**config.mk**
```make
export PLATFORM = sky130hd
export DESIGN_NAME = acc16_flag_unit
export DESIGN_NICKNAME = d
export VERILOG_FILES = /design/src/rtl/acc16_flag_unit.sv
export SDC_FILE = /design/constraint.sdc
export NUM_CORES = 1
export LEC_CHECK = 0
export CAP_MARGIN = 20
export CORE_ASPECT_RATIO = 1.25
export CORE_MARGIN = 8
export CORE_UTILIZATION = 55
export DETAILED_ROUTE_END_ITERATION = 7
export PLACE_DENSITY = 0.88
export SYNTH_ARGS = -nofsm -noshare
export SYNTH_HDL_FRONTEND = slang
export SYNTH_SLANG_ARGS = --single-unit
```
**constraint.sdc**
```tcl
create_clock -name clk -period 17.81 [get_ports clk]
set_input_delay 3.562 -clock clk [delete_from_list [all_inputs] [get_ports clk]]
set_output_delay 3.562 -clock clk [all_outputs]
set_load 0.01 [all_outputs]
```
**src/rtl/acc16_flag_unit.sv**
```systemverilog
// rtl/acc16_flag_unit.sv - registered accumulate/flag stage around a 16-bit ripple-carry adder
// Optional feature macro: STICKY_FLAGS_EN (sticky carry/overflow status bank).

module str_rca_16adder (
  input  logic [15:0] a,
  input  logic [15:0] b,
  output logic [15:0] c,
  output logic        sign,
  output logic        zero,
  output logic        carry,
  output logic        parity,
  output logic        overflow
);
  logic [16:0] cy;

  assign cy[0] = 1'b0;

  for (genvar i = 0; i < 16; i++) begin : g_fa
    assign c[i]    = a[i] ^ b[i] ^ cy[i];
    assign cy[i+1] = (a[i] & b[i]) | (cy[i] & (a[i] ^ b[i]));
  end

  assign sign     = c[15];
  assign zero     = ~|c;
  assign carry    = cy[16];
  assign parity   = ~^c;
  // Signed overflow: carry into the sign bit differs from carry out of it.
  assign overflow = cy[16] ^ cy[15];
endmodule

module acc16_flag_unit (
  input  logic        clk,
  input  logic        rst_n,
  input  logic        in_valid,
  output logic        in_ready,
  input  logic [1:0]  in_op,
  input  logic [15:0] in_data,
  output logic        out_valid,
  input  logic        out_ready,
  output logic [15:0] out_result,
  output logic        out_sign,
  output logic        out_zero,
  output logic        out_carry,
  output logic        out_parity,
  output logic        out_overflow,
  output logic [15:0] acc,
  output logic        sticky_carry,
  output logic        sticky_ovf,
  output logic [7:0]  op_count
);
  localparam logic [1:0] OP_LOAD = 2'b00;
  localparam logic [1:0] OP_ADD  = 2'b01;
  localparam logic [1:0] OP_TEST = 2'b10;
  localparam logic [1:0] OP_CLR  = 2'b11;

  typedef enum logic [1:0] {IDLE, EXEC, HOLD} state_t;

  state_t      state;
  logic [1:0]  op_q;
  logic [15:0] opnd_q;
  logic [15:0] add_a;
  logic [15:0] add_b;
  logic [15:0] sum;
  logic        f_sign;
  logic        f_zero;
  logic        f_carry;
  logic        f_parity;
  logic        f_overflow;

  assign in_ready = (state == IDLE);

  always_comb begin
    add_a = 16'h0000;
    add_b = 16'h0000;
    case (op_q)
      OP_LOAD: begin
        add_a = opnd_q;
        add_b = 16'h0000;
      end
      OP_ADD, OP_TEST: begin
        add_a = acc;
        add_b = opnd_q;
      end
      default: begin
        add_a = 16'h0000;
        add_b = 16'h0000;
      end
    endcase
  end

  str_rca_16adder u_adder (
    .a        (add_a),
    .b        (add_b),
    .c        (sum),
    .sign     (f_sign),
    .zero     (f_zero),
    .carry    (f_carry),
    .parity   (f_parity),
    .overflow (f_overflow)
  );

  always_ff @(posedge clk or negedge rst_n) begin
    if (!rst_n) begin
      state        <= IDLE;
      op_q         <= OP_LOAD;
      opnd_q       <= 16'h0000;
      acc          <= 16'h0000;
      out_result   <= 16'h0000;
      out_sign     <= 1'b0;
      out_zero     <= 1'b0;
      out_carry    <= 1'b0;
      out_parity   <= 1'b0;
      out_overflow <= 1'b0;
      out_valid    <= 1'b0;
      op_count     <= 8'h00;
    end else begin
      case (state)
        IDLE: begin
          if (in_valid) begin
            op_q   <= in_op;
            opnd_q <= in_data;
            state  <= EXEC;
          end
        end
        EXEC: begin
          out_result   <= sum;
          out_sign     <= f_sign;
          out_zero     <= f_zero;
          out_carry    <= f_carry;
          out_parity   <= f_parity;
          out_overflow <= f_overflow;
          if (op_q != OP_TEST) begin
            acc <= sum;
          end
          out_valid <= 1'b1;
          state     <= HOLD;
        end
        HOLD: begin
          if (out_ready) begin
            out_valid <= 1'b0;
            op_count  <= op_count + 8'd1;
            state     <= IDLE;
          end
        end
        default: begin
          out_valid <= 1'b0;
          state     <= IDLE;
        end
      endcase
    end
  end

`ifdef STICKY_FLAGS_EN
  // Only ADD accumulates status; CLR is the software-visible way to wipe it.
  always_ff @(posedge clk or negedge rst_n) begin
    if (!rst_n) begin
      sticky_carry <= 1'b0;
      sticky_ovf   <= 1'b0;
    end else if (state == EXEC) begin
      if (op_q == OP_ADD) begin
        sticky_carry <= sticky_carry | f_carry;
        sticky_ovf   <= sticky_ovf | f_overflow;
      end else if (op_q == OP_CLR) begin
        sticky_carry <= 1'b0;
        sticky_ovf   <= 1'b0;
      end
    end
  end
`else
  assign sticky_carry = 1'b0;
  assign sticky_ovf   = 1'b0;
`endif

endmodule

```
==> results.toml, run 1 <==
[sta]
post-route-period-util_pct = 44.8
rsz0062_at_grt = "false"
fmax_mhz = 125
tightest_slew_ps = 875
finalCriticalPeriod_ps = 7980
maxSlewViolCount = 0
fin_setup_tns_ps = 0
setup_viol = 0
worst_clock_skew_ps = 10.8
finalHoldViolCount = 0
relSlewSlack_pct = 41.7

[yosys]
syn_inst = 314
synthMuxAreaShare_pct = 5.33
syn_avg_cell_area_um2 = 10.8
yosys.area.top_type = "dfrtp_1"
syn_area_um2 = 3380
yosys.area_share.simple_pct = 12.3
synth-compound-area-share_pct = 10.8
ys_async_sr_fraction_pct = 100
synth-seq-cells = 65
synth.yosys.seq_area_share_pct = 48.1
synth_top_family_by_area = "adder cells"
synth_xor_area_share_pct = 3.89
synth.top_cell.area_share_pct = 48.1
yosys_warnings = 0
yosys-top-cells-count = "dfrtp_1 (65), nand2_1 (44), o21ai_0 (23)"
synth_fa_ha_area_share_pct = 13.7
synth_edf_count = 0
synthTopCellsByArea = "dfrtp_1 (48%), fa_1 (8.9%), mux2_2 (5.3%), nand2_1 (4.9%), ha_1 (4.8%)"
synth.most_common_cell = "dfrtp_1"
synth_cell_types = 31
synthFlopType = "dfrtp_1"

[clock_tree]
post_cts_buffers = 0
clk_path_buf_depth = 2
clk_latency_ps = 350
cts_resized = 0
path_clk_slew_ps = 70
numCtsBuffers = 9
cts_num_sinks = 65
cts_tree = "done"
hold_buffers = 0
cts_root_buffer = "clkbuf_8"
htreeDepth = 3

[routing]
via_per_inst = 5.17
ant_nets = 0
first_iter_violations = 138
dr.pass1.iters = 4
vias = 2408
drt-total-wl_mm = 7.13
post-route-drc-count = 0
wl_per_cell_um = 15.3

[global_routing]
grtUsageTotal_pct = 17.1
grt_pass1_wl_mm = 12.0
grt_pass1_vias = 2490
grt-ovfl-total = 0
antenna_found_initial = 0
grt_max_degree = 66

[floorplan]
pin_count = 71
die_area_um2 = 8930
start_util_pct = 55.9
dieHeight_um = 104
die_w_um = 86.1
rows = 32
core_um2 = 6050

[placement]
finalWeightedCongestion = 0.857
dp_hpwl_mm = 5.43
portBuffers = 68

[hold_path]
hold_path_class = "flip-flop to flip-flop"
hp-start = "out_result[6]"
min_path_cells = 2
min_to = "out_result[6]"

[finish]
nets = 427
final_util_pct = 70.2
area_delta_synth_final_pct = 25.5
diodes = 0
layout-drive-gt1-share_pct = 13.6

[critical_path]
path_class = "flip-flop to flip-flop"
startpoint_type = "flip-flop"
endpoint_kind = "flip-flop"
max_stage_delay_ps = 850
critical_path_buf_inv_count = 11
crit_family = "adder cells"
r2r_start = "op_q[1]"
required_ps = 18020
cp_common_cell = "fa_1"
crit_fanout = 32
cpMaxStageDelayCell = "ha_1"
reg2reg_depth = 34
reg2reg_setup_slack_ps = 9830
cp.arrival_ps = 8190
worst_r2r_endpoint = "out_parity"

[run_status]
status = "finished, final reports clean"

[flow_run]
maxCapViolations = 0
[logic make-up after synthesis]
| family | after synthesis |
|---|---|
| muxes | 16 |
| buffers and inverters | 40 |
| and+or+nand+nor | 92 |
| DFF | 65 |
| AOI/OAI and AO/OA | 57 |
| adders and majority gates | 28 |
| other | 1 |
| xor gates and xnor gates | 15 |
[how the worst max path moves through the flow]
stage,startpoint,to,slack [ps],cells past startpoint
after global routing,op_q[1],out_parity,9380,34
after floorplan,op_q[1],out_parity,10560,37
after CTS,op_q[1],out_parity,9850,34
final,op_q[1],out_parity,9830,34
after detailed placement,op_q[1],out_parity,9850,34
after global placement,op_q[1],out_parity,10120,34
[cell type report]
| type | count | area [um2] |
|---|---|---|
| clock buffer | 11 | 131 |
| clock inverter | 4 | 45.0 |
| fill | 449 | 1800 |
| inverter | 21 | 78.8 |
| multi-input combinational | 210 | 1560 |
| sequential | 65 | 1630 |
| tap | 85 | 106 |
| timing repair buffer | 70 | 691 |
[worst min-delay path, delay by kind of cell, from the launching register on]
kind / cells / cell delay (ps)
AOI/OAI and AO/OA: 1 / 60
DFF: 1 / 340
and+or+nand+nor: 1 / 50
[through the flow]
stage / std cells / setup WS [ps] / hold WS (ps) / area, um2
5_1_grt: 466 / 9380 / 504 / 4240
2_1_floorplan: 315 / 10560 / 495 / 3380
4_1_cts: 466 / 9850 / 485 / 4240
3_3_place_gp: 451 / 10120 / 461 / 4070
6_report: 466 / 9830 / 481 / 4240
3_5_place_dp: 451 / 9850 / 470 / 4070
[state kept, by name (all words and copies together), names as in the netlist]
register      count
acc              16
opnd_q           16
out_result       15
op_count          8
op_q              2
state             2
out_carry         1
out_overflow      1
out_parity        1
out_sign          1
out_valid         1
out_zero          1
[placed cells by master, fill, tap and decap left out, drive strengths merged]
| master | Yosys | layout |
|---|---|---|
| nor3 | 1 | 1 |
| conb | 1 | 2 |
| a22oi | 16 | 16 |
| xnor2 | 10 | 10 |
| clkinv | 0 | 3 |
| clkbuf | 8 | 11 |
| clkdlybuf4s50 | 0 | 67 |
| and2 | 8 | 8 |
| a21oi | 7 | 7 |
| nand2b | 1 | 1 |
| or2 | 10 | 10 |
| mux2 | 16 | 16 |
| nand3 | 4 | 4 |
| o21ai | 32 | 32 |
| nand3b | 1 | 1 |
| dfrtp | 65 | 65 |
| o31ai | 1 | 1 |
| bufinv | 0 | 1 |
| o21a | 1 | 1 |
| ha | 13 | 13 |
| nor2 | 19 | 19 |
| inv | 21 | 21 |
| xor2 | 5 | 5 |
| nand4 | 2 | 2 |
| nand2 | 45 | 45 |
| fa | 15 | 15 |
| or2b | 1 | 1 |
| buf | 11 | 3 |
[metal layers]
metal  wire length [um]  GRT usage [%]  share of wire (%)  vias up
li1                   -              -                  -     1145
met5                  0              0                  0        -
met3                456           4.98                6.4       15
met2               3710           28.4                 52       58
met1               2820           19.7                 40     1190
met4                140           7.54                2.0        0
Power of run 1 is left out: the tool's default activity adds up to more than one toggle a clock period on the data nets, which glitch-free logic cannot reach.
==> run 2: changes to the inputs <==
--- a/config.mk
+++ b/config.mk
@@ -8,9 +8,9 @@
 export CAP_MARGIN = 20
 export CORE_ASPECT_RATIO = 1.25
 export CORE_MARGIN = 8
-export CORE_UTILIZATION = 55
+export CORE_UTILIZATION = 51
 export DETAILED_ROUTE_END_ITERATION = 7
-export PLACE_DENSITY = 0.88
+export PLACE_DENSITY = 0.83
 export SYNTH_ARGS = -nofsm -noshare
 export SYNTH_HDL_FRONTEND = slang
 export SYNTH_SLANG_ARGS = --single-unit
==> constraint.sdc (replaced) <==
create_clock -name clk -period 7.4 [get_ports clk]
set_input_delay 1.48 -clock clk [delete_from_list [all_inputs] [get_ports clk]]
set_output_delay 1.48 -clock clk [all_outputs]
set_load 0.01 [all_outputs]
==> run 2 against run 1 <==
- clock skew grew 5.3 ps
- first-iteration DRC count decreased by 30%
- non-clock buffer count is 7 higher
- core utilization fell by 3.0 points
- wire length is 4.9% higher
- hold slack lost 7.4 ps
- sequential share of layout area down 1.0 points
- design area grew 2.7%
- worst setup slack got worse by 9600 ps
==> results.toml, run 2 (same netlist as run 1, synthesis figures left out) <==
[global_routing]
grt_max_degree = 66
grtUsageTotal_pct = 16.6
grt-ovfl-total = 0
grt_pass1_wl_mm = 12.1
grt_pass1_vias = 2554
antenna_found_initial = 0

[finish]
final_util_pct = 67.2
layout-drive-gt1-share_pct = 19.0
seqCellArea_um2 = 1630
nets = 434
fin_cells = 476
mostFrequentLayoutCells = "clkdlybuf4s50_1 (67), dfrtp_1 (65), nand2_1 (44), o21ai_0 (22)"
diodes = 0
multi_input_comb_area_um2 = 1600
layout_commonest_cell = "clkdlybuf4s50_1"
reg.largest.list = "acc: 16 flops, opnd_q: 16 flops, out_result: 15 flops"
fill_cells = 502
area_delta_synth_final_pct = 28.8

[critical_path]
required_ps = 7610
crit_fanout = 4
cp_common_cell = "inv_1"
max_stage_delay_ps = 520
cp.arrival_ps = 7340
startpoint_type = "flip-flop"
endpoint_kind = "flip-flop"
path_class = "flip-flop to flip-flop"
cpMaxStageDelayCell = "fa_1"

[sta]
rsz0062_at_grt = "true"
worst_clock_skew_ps = 16.1
finalHoldViolCount = 0
tightest_slew_ps = 836
maxSlewViolCount = 0
whs_ps = 474
fmax_mhz = 140
setup_viol = 0
relSlewSlack_pct = 44.3
post-route-period-util_pct = 96.3
fin_setup_tns_ps = 0
finalCriticalPeriod_ps = 7130

[floorplan]
dieHeight_um = 107
die_w_um = 88.8
die_area_um2 = 9510
start_util_pct = 52.2
pin_count = 71
core_um2 = 6480
rows = 33

[hold_path]
hold_path_class = "flip-flop to flip-flop"

[routing]
via_per_inst = 5.20
wl_met3_um = 575
vias = 2477
wirelength_met1_mm = 2.73
drt-total-wl_mm = 7.47
wl_met2_mm = 4.01
ant_nets = 0
first_iter_violations = 97
dr.pass1.iters = 4
wl_per_cell_um = 15.7
post-route-drc-count = 0
top_layer = "met4"

[clock_tree]
numCtsBuffers = 9
clk_path_buf_depth = 2
clk_latency_ps = 350
htreeDepth = 3
cts_tree = "done"
path_clk_slew_ps = 70
cts_num_sinks = 65
cts_root_buffer = "clkbuf_8"
hold_buffers = 0

[placement]
placedCellCount = 457
dp_hpwl_mm = 5.62
portBuffers = 68
finalWeightedCongestion = 0.886

[run_status]
status = "finished, final reports clean"

[flow_run]
maxCapViolations = 0
## run 2: cell count changes in the layout (fill, tap and decap cells not counted), sizes merged
cell      delta
clkinvlp     +3
buf          +7
clkbuf       -2
## run 2: worst max-delay path, delay by kind of cell (launching register included)
family | cells | cell delay (ps)
adders and majority gates | 18 | 5150
and+or+nand+nor | 1 | 140
buffers and inverters | 12 | 740
xor gates and xnor gates | 3 | 480
DFF | 1 | 350
AOI/OAI and AO/OA | 2 | 160
## run 2: what timing repair did
item / CTS / global route
gates resized for setup: 2 / 14
setup buffers: 0 / 3
pin swaps: 0 / 9
endpoints found under the setup margin: 1 / 2
## run 2: cell type report
cell class                      count  share of cell area [%]
Inverter                           21                    1.81
Sequential cell                    65                    37.3
Clock buffer                        9                    2.84
Multi-Input combinational cell    210                    36.6
Clock inverter                      7                    1.64
Tap cell                           87                    2.50
Timing Repair Buffer               77                    17.2
## run 2: worst paths after layout
| check | startpoint | to | slack [ps] | cells past startpoint |
|---|---|---|---|---|
| setup / recovery | op_q[1] | out_parity | 270 | 36 |
| hold / removal | op_count[7] | op_count[7] | 470 | 1 |
| setup reg to reg | op_q[1] | out_parity | 270 | 36 |
| hold reg to reg | op_count[7] | op_count[7] | 470 | 1 |
| max in group asynchronous | rst_n | acc[15] | 5570 | 2 |
| min in group asynchronous | rst_n | state[1] | 1300 | 2 |
## run 2: per-stage QoR
step                      worst slack, ps  area (um2)
final                                 272        4360
after detailed placement             31.7        4100
after CTS                            14.4        4300
after floorplan                       146        3380
after global routing                -47.1        4360
after global placement                228        4100
## run 2: per-layer routing
metal / track usage, % / vias to the layer above
met5: 0 / -
met4: 6.67 / 0
met3: 4.21 / 15
met2: 28.8 / 82
met1: 18.6 / 1211
li1: - / 1169
Power of run 2 is left out for the same reason.
